### config.mk
export PLATFORM = sky130hd
export DESIGN_NAME = hazard_tracker_flat
export DESIGN_NICKNAME = d
export VERILOG_FILES = /design/src/rtl/hazard_tracker_if.sv /design/src/rtl/hazard_tracker.sv /design/src/flat_wrapper.sv
export SDC_FILE = /design/constraint.sdc
export NUM_CORES = 1
export LEC_CHECK = 0
export ABC_AREA = 1
export BUFFER_PORTS_ARGS = -buffer_cell sky130_fd_sc_hd__buf_2
export CAP_MARGIN = 20
export CORE_MARGIN = 8
export CORE_UTILIZATION = 55
export CTS_CLUSTER_SIZE = 24
export DETAILED_ROUTE_END_ITERATION = 10
export MAX_ROUTING_LAYER = met4
export PLACE_DENSITY = 0.9
export REMOVE_ABC_BUFFERS = 1
export SYNTH_ARGS = -nofsm -noshare
export SYNTH_HDL_FRONTEND = slang
export SYNTH_SLANG_ARGS = --single-unit
export TNS_END_PERCENT = 100
### constraint.sdc
create_clock -name clk -period 3.7 [get_ports clk]
set_input_delay 0.185 -clock clk [delete_from_list [all_inputs] [get_ports clk]]
set_output_delay 0.185 -clock clk [all_outputs]
set_load 0.005 [all_outputs]
### src/rtl/hazard_tracker_if.sv
// Decode-side inputs and hazard-control outputs of the pipeline hazard tracker.
// slave is the tracker; master is whoever drives Decode and consumes stall/flush.
interface hazard_tracker_if;
    logic [3:0] RA1D;
    logic [3:0] RA2D;
    logic [3:0] WA3D;
    logic       RegWriteD;
    logic       MemtoRegD;
    logic       LongOpD;
    logic       BranchTakenE;

    logic       Match_1E_M;
    logic       Match_1E_W;
    logic       Match_2E_M;
    logic       Match_2E_W;
    logic       RegWriteM;
    logic       RegWriteW;
    logic       StallF;
    logic       StallD;
    logic       StallE;
    logic       FlushD;
    logic       FlushE;

    // Debug view of the long-op FSM (busy flag and occupancy counter).
    logic       long_op_busy;
    logic [2:0] long_op_cnt;

    modport master (
        output RA1D, RA2D, WA3D, RegWriteD, MemtoRegD, LongOpD, BranchTakenE,
        input  Match_1E_M, Match_1E_W, Match_2E_M, Match_2E_W,
        input  RegWriteM, RegWriteW, StallF, StallD, StallE, FlushD, FlushE,
        input  long_op_busy, long_op_cnt
    );

    modport slave (
        input  RA1D, RA2D, WA3D, RegWriteD, MemtoRegD, LongOpD, BranchTakenE,
        output Match_1E_M, Match_1E_W, Match_2E_M, Match_2E_W,
        output RegWriteM, RegWriteW, StallF, StallD, StallE, FlushD, FlushE,
        output long_op_busy, long_op_cnt
    );
endinterface

### src/rtl/hazard_tracker.sv
// Tracks E/M/W register usage for forwarding matches, load-use stalls, branch
// flushes and multi-cycle long ops that occupy Execute for MUL_CYCLES cycles.
module hazard_tracker #(
    parameter int MUL_CYCLES = 3
) (
    input  logic             clk,
    input  logic             reset,
    hazard_tracker_if.slave  hz
);
    typedef enum logic {IDLE, BUSY} state_t;

    localparam logic [2:0] LAST = 3'(MUL_CYCLES - 1);

    state_t     state;
    logic [2:0] cnt;

    logic [3:0] RA1E, RA2E, WA3E, WA3M, WA3W;
    logic       RegWriteE, MemtoRegE, LongOpE;
    logic       reg_write_m, reg_write_w;

    logic ld_stall;
    logic stall_e;
    logic flush_e;

    assign ld_stall = MemtoRegE & RegWriteE & ((hz.RA1D == WA3E) | (hz.RA2D == WA3E));
    assign stall_e  = ((state == IDLE) & LongOpE) | ((state == BUSY) & (cnt < LAST));
    // While Execute is held, a load-use hazard or taken branch must not disturb it.
    assign flush_e  = ~stall_e & (hz.BranchTakenE | ld_stall);

    assign hz.Match_1E_M   = (RA1E == WA3M);
    assign hz.Match_1E_W   = (RA1E == WA3W);
    assign hz.Match_2E_M   = (RA2E == WA3M);
    assign hz.Match_2E_W   = (RA2E == WA3W);
    assign hz.RegWriteM    = reg_write_m;
    assign hz.RegWriteW    = reg_write_w;
    assign hz.StallE       = stall_e;
    assign hz.StallF       = stall_e | ld_stall;
    assign hz.StallD       = stall_e | ld_stall;
    assign hz.FlushD       = ~stall_e & hz.BranchTakenE;
    assign hz.FlushE       = flush_e;
    assign hz.long_op_busy = (state == BUSY);
    assign hz.long_op_cnt  = cnt;

    always_ff @(posedge clk) begin
        if (reset) begin
            state       <= IDLE;
            cnt         <= '0;
            RA1E        <= '0;
            RA2E        <= '0;
            WA3E        <= '0;
            RegWriteE   <= 1'b0;
            MemtoRegE   <= 1'b0;
            LongOpE     <= 1'b0;
            WA3M        <= '0;
            reg_write_m <= 1'b0;
            WA3W        <= '0;
            reg_write_w <= 1'b0;
        end else begin
            case (state)
                IDLE: begin
                    if (LongOpE) begin
                        state <= BUSY;
                        cnt   <= 3'd1;
                    end
                end
                BUSY: begin
                    if (cnt < LAST) begin
                        cnt <= cnt + 3'd1;
                    end else begin
                        state <= IDLE;
                        cnt   <= '0;
                    end
                end
                default: begin
                    state <= IDLE;
                    cnt   <= '0;
                end
            endcase

            // Execute: hold under a long op, bubble on flush, otherwise take Decode.
            if (!stall_e) begin
                if (flush_e) begin
                    RA1E      <= '0;
                    RA2E      <= '0;
                    WA3E      <= '0;
                    RegWriteE <= 1'b0;
                    MemtoRegE <= 1'b0;
                    LongOpE   <= 1'b0;
                end else begin
                    RA1E      <= hz.RA1D;
                    RA2E      <= hz.RA2D;
                    WA3E      <= hz.WA3D;
                    RegWriteE <= hz.RegWriteD;
                    MemtoRegE <= hz.MemtoRegD;
                    LongOpE   <= hz.LongOpD;
                end
            end

            if (stall_e) begin
                WA3M        <= '0;
                reg_write_m <= 1'b0;
            end else begin
                WA3M        <= WA3E;
                reg_write_m <= RegWriteE;
            end

            WA3W        <= WA3M;
            reg_write_w <= reg_write_m;
        end
    end
endmodule

### src/flat_wrapper.sv
// flat-port wrapper written by rule: the top's interface ports become plain ports
module hazard_tracker_flat 
#(
    parameter int MUL_CYCLES = 3
)
  (clk, reset, hz_RA1D, hz_RA2D, hz_WA3D, hz_RegWriteD, hz_MemtoRegD, hz_LongOpD, hz_BranchTakenE, hz_Match_1E_M, hz_Match_1E_W, hz_Match_2E_M, hz_Match_2E_W, hz_RegWriteM, hz_RegWriteW, hz_StallF, hz_StallD, hz_StallE, hz_FlushD, hz_FlushE, hz_long_op_busy, hz_long_op_cnt);
  hazard_tracker_if hz_i ();
  input  logic clk;
  input  logic reset;
  input wire logic [$bits(hz_i.RA1D)-1:0] hz_RA1D;
  input wire logic [$bits(hz_i.RA2D)-1:0] hz_RA2D;
  input wire logic [$bits(hz_i.WA3D)-1:0] hz_WA3D;
  input wire logic [$bits(hz_i.RegWriteD)-1:0] hz_RegWriteD;
  input wire logic [$bits(hz_i.MemtoRegD)-1:0] hz_MemtoRegD;
  input wire logic [$bits(hz_i.LongOpD)-1:0] hz_LongOpD;
  input wire logic [$bits(hz_i.BranchTakenE)-1:0] hz_BranchTakenE;
  output wire logic [$bits(hz_i.Match_1E_M)-1:0] hz_Match_1E_M;
  output wire logic [$bits(hz_i.Match_1E_W)-1:0] hz_Match_1E_W;
  output wire logic [$bits(hz_i.Match_2E_M)-1:0] hz_Match_2E_M;
  output wire logic [$bits(hz_i.Match_2E_W)-1:0] hz_Match_2E_W;
  output wire logic [$bits(hz_i.RegWriteM)-1:0] hz_RegWriteM;
  output wire logic [$bits(hz_i.RegWriteW)-1:0] hz_RegWriteW;
  output wire logic [$bits(hz_i.StallF)-1:0] hz_StallF;
  output wire logic [$bits(hz_i.StallD)-1:0] hz_StallD;
  output wire logic [$bits(hz_i.StallE)-1:0] hz_StallE;
  output wire logic [$bits(hz_i.FlushD)-1:0] hz_FlushD;
  output wire logic [$bits(hz_i.FlushE)-1:0] hz_FlushE;
  output wire logic [$bits(hz_i.long_op_busy)-1:0] hz_long_op_busy;
  output wire logic [$bits(hz_i.long_op_cnt)-1:0] hz_long_op_cnt;
  assign hz_i.RA1D = hz_RA1D;
  assign hz_i.RA2D = hz_RA2D;
  assign hz_i.WA3D = hz_WA3D;
  assign hz_i.RegWriteD = hz_RegWriteD;
  assign hz_i.MemtoRegD = hz_MemtoRegD;
  assign hz_i.LongOpD = hz_LongOpD;
  assign hz_i.BranchTakenE = hz_BranchTakenE;
  assign hz_Match_1E_M = hz_i.Match_1E_M;
  assign hz_Match_1E_W = hz_i.Match_1E_W;
  assign hz_Match_2E_M = hz_i.Match_2E_M;
  assign hz_Match_2E_W = hz_i.Match_2E_W;
  assign hz_RegWriteM = hz_i.RegWriteM;
  assign hz_RegWriteW = hz_i.RegWriteW;
  assign hz_StallF = hz_i.StallF;
  assign hz_StallD = hz_i.StallD;
  assign hz_StallE = hz_i.StallE;
  assign hz_FlushD = hz_i.FlushD;
  assign hz_FlushE = hz_i.FlushE;
  assign hz_long_op_busy = hz_i.long_op_busy;
  assign hz_long_op_cnt = hz_i.long_op_cnt;
  hazard_tracker #(.MUL_CYCLES(MUL_CYCLES)) u_core (.clk(clk), .reset(reset), .hz(hz_i));
endmodule
==> flow_metrics.tcl <==
set metrics [dict create \
    status "completed" \
    fp.dieW_um 67.9 \
    grt_util_met3_pct 4.91 \
    design.core.area_um2 2660 \
    syn-cell-area_um2 1480 \
    synthTopCellsByArea "dfxtp_1, nand2_1, inv_1, nor2_1, nand3_1" \
    start_util_pct 55.5 \
    gr-max-usage-layer "met2" \
    clock_latency_ps 330 \
    grt_pass1_vias 1275 \
    synth_ff_type "dfxtp_1" \
    hold_class "input pin to flop" \
    postLayoutCellArea_um2 1690 \
    die_area_um2 4600 \
    power_leakage_nw 0.935 \
    synth_cell_types 19 \
    rsz0062_at_grt "no" \
    drt_iter0_markers 50 \
    num_rows 19 \
    root_buffer "clkbuf_4" \
    port_buffers 32 \
    antenna_found_initial 0 \
    wirelength_um 3100 \
    avgSynthCellArea_um2 6.49 \
    met1_usage_pct 15.7 \
    synth-async-reset-ratio_pct 0 \
    synthTopCellsByCount "nand2_1, inv_1, dfxtp_1, nor2_1, nand3_1" \
    hpwl_um 2310 \
    power.density_nw_per_um2 418 \
    synth_top_cell_by_area "dfxtp_1" \
    grt_overflow 0 \
    clk_pin_slew_ps 90 \
    critPathRequiredTime_ps 3510 \
    finalHoldWorstSlack_ps 169 \
    dpl_cell_area_um2 1630 \
    clock.fmax_ghz 0.544 \
    cts_tree "done" \
    p_total_mw 0.706 \
    tns_ps 0 \
    fin_crit_sh_pct 49.7 \
    cts_made_buffers 5 \
    antenna_cells 0 \
    criticalPathCategory "flop to primary output" \
    final_cells 291 \
    hold_violations 0 \
    die_h_um 67.9 \
    cts_resized 0 \
    routabilityCongestion 0.840 \
    yosysSeqAreaShare_pct 39.3 \
    cp_slowest_cell "dfxtp_1" \
    setup_viol 0 \
    syn_inst 228 \
    cts_hold_buf 0 \
    slew_headroom_pct 76.3 \
    max_stage_delay_ps 400 \
    ant_nets 0 \
    synth_seq_cells 29 \
    viasPerCell 4.78 \
    grt_util_all_layers_pct 15.3 \
    cts.sinks 29 \
    crit_chain "inv_2 -> o21ai_4 -> nand3_2 -> nand2_1 -> buf_2" \
    ys_warn_count 0 \
    drtPass1Iterations 4 \
    start_kind "flop" \
    fin_nets 279 \
    yosysMostFrequentCell "nand2_1" \
    vias 1391 \
    synth_edf_count 0 \
    wl_per_cell_um 10.6 \
    finalMaxSlewViolations 0 \
    finClkSkew_ps 4.99 \
    drcViolationCount 0 \
    min_period_ps 1840 \
    peakVddDrop_mv 0.330 \
    dp.cells 284 \
    fillers 265 \
    grt_pass1_wl_um 5040 \
    clockBufferDepth 2 \
    area_growth_pct 14.2 \
    postCtsSetupRepairBufs 0 \
    worstPathArrival_ps 1650 \
    layout-drive-gt1-share_pct 18.8 \
    worst_pin_slew_ps 354 \
    crit_fanout 16 \
    io_pins 33 \
    netlist.area_leader.share_pct 39.3 \
    htreeDepth 2 \
    maxCapViolations 0 \
    grt_util_met2_pct 25.1 \
    grt_max_degree 21 \
    end_kind "primary output" \
]
-- sequential cells by signal (all words and copies together) (netlist names) --
signal,count
u_core.LongOpE,1
u_core.MemtoRegE,1
u_core.RA1E,4
u_core.RA2E,4
u_core.RegWriteE,1
u_core.WA3E,4
u_core.WA3M,4
u_core.WA3W,4
u_core.hz.RegWriteM,1
u_core.hz.RegWriteW,1
u_core.hz.long_op_busy,1
u_core.hz.long_op_cnt,3
-- path summary, 6_finish.rpt --
| kind | start | endpoint | slack [ps] | cells past startpoint |
|---|---|---|---|---|
| max | u_core.hz.long_op_busy | hz_FlushE | 1860 | 5 |
| min | reset | u_core.WA3W[1] | 170 | 2 |
| max reg2reg | u_core.hz.long_op_busy | u_core.RA2E[1] | 2270 | 6 |
| min reg2reg | u_core.hz.RegWriteM | u_core.hz.RegWriteW | 430 | 2 |
-- per-stage QoR --
stage	setup slack (ps)	utilization [%]
floorplan	2440	-
global placement	2230	61.4
detailed placement	2210	61.4
CTS	1840	63.4
global route	1660	63.4
finish	1860	63.4
-- logic make-up after synthesis --
| kind of cell | count (synthesis) | share of synthesized area [%] |
|---|---|---|
| buf+inv | 46 | 12.9 |
| compound gates | 9 | 4.99 |
| flops | 29 | 39.3 |
| fa+ha+maj | 1 | 0.846 |
| simple gates | 135 | 37.3 |
| xor+xnor | 8 | 4.74 |
-- layer usage --
layer	wire length, um	vias up
met3	149	6
li1	-	746
met1	1330	601
met5	0	-
met4	85	0
met2	1530	38
-- cells in the final DEF, fill, tap and decap left out, drive strengths merged --
master   n
o21ai    1
nor2    31
nand3   18
ha       1
a211oi   1
xnor2    8
a221oi   4
nand2   86
clkbuf   7
buf     32
a21oi    3
dfxtp   29
inv     39
-- power breakdown --
part | switching [mW] | leakage [nW] | internal, mW
registers | 0.0212 | 0.237 | 0.335
logic | 0.0893 | 0.667 | 0.0665
clock network | 0.105 | 0.0314 | 0.0895
-- area by class of cell --
| class | instances | area (um^2) | area share (%) |
|---|---|---|---|
| Tap cell | 31 | 38.8 | 2.30 |
| Timing Repair Buffer | 32 | 160 | 9.48 |
| Sequential cell | 29 | 581 | 34.4 |
| Clock buffer | 7 | 55.1 | 3.26 |
| Multi-Input combinational cell | 153 | 708 | 41.9 |
| Inverter | 39 | 146 | 8.67 |
-- critical path, delay by kind of cell (launching register included) --
family	cells	cell delay, ps
buffers and inverters	2	200
DFF	1	400
AOI/OAI and AO/OA	1	270
and+or+nand+nor	2	450
Note: power is estimated with default switching activity, not from simulation.
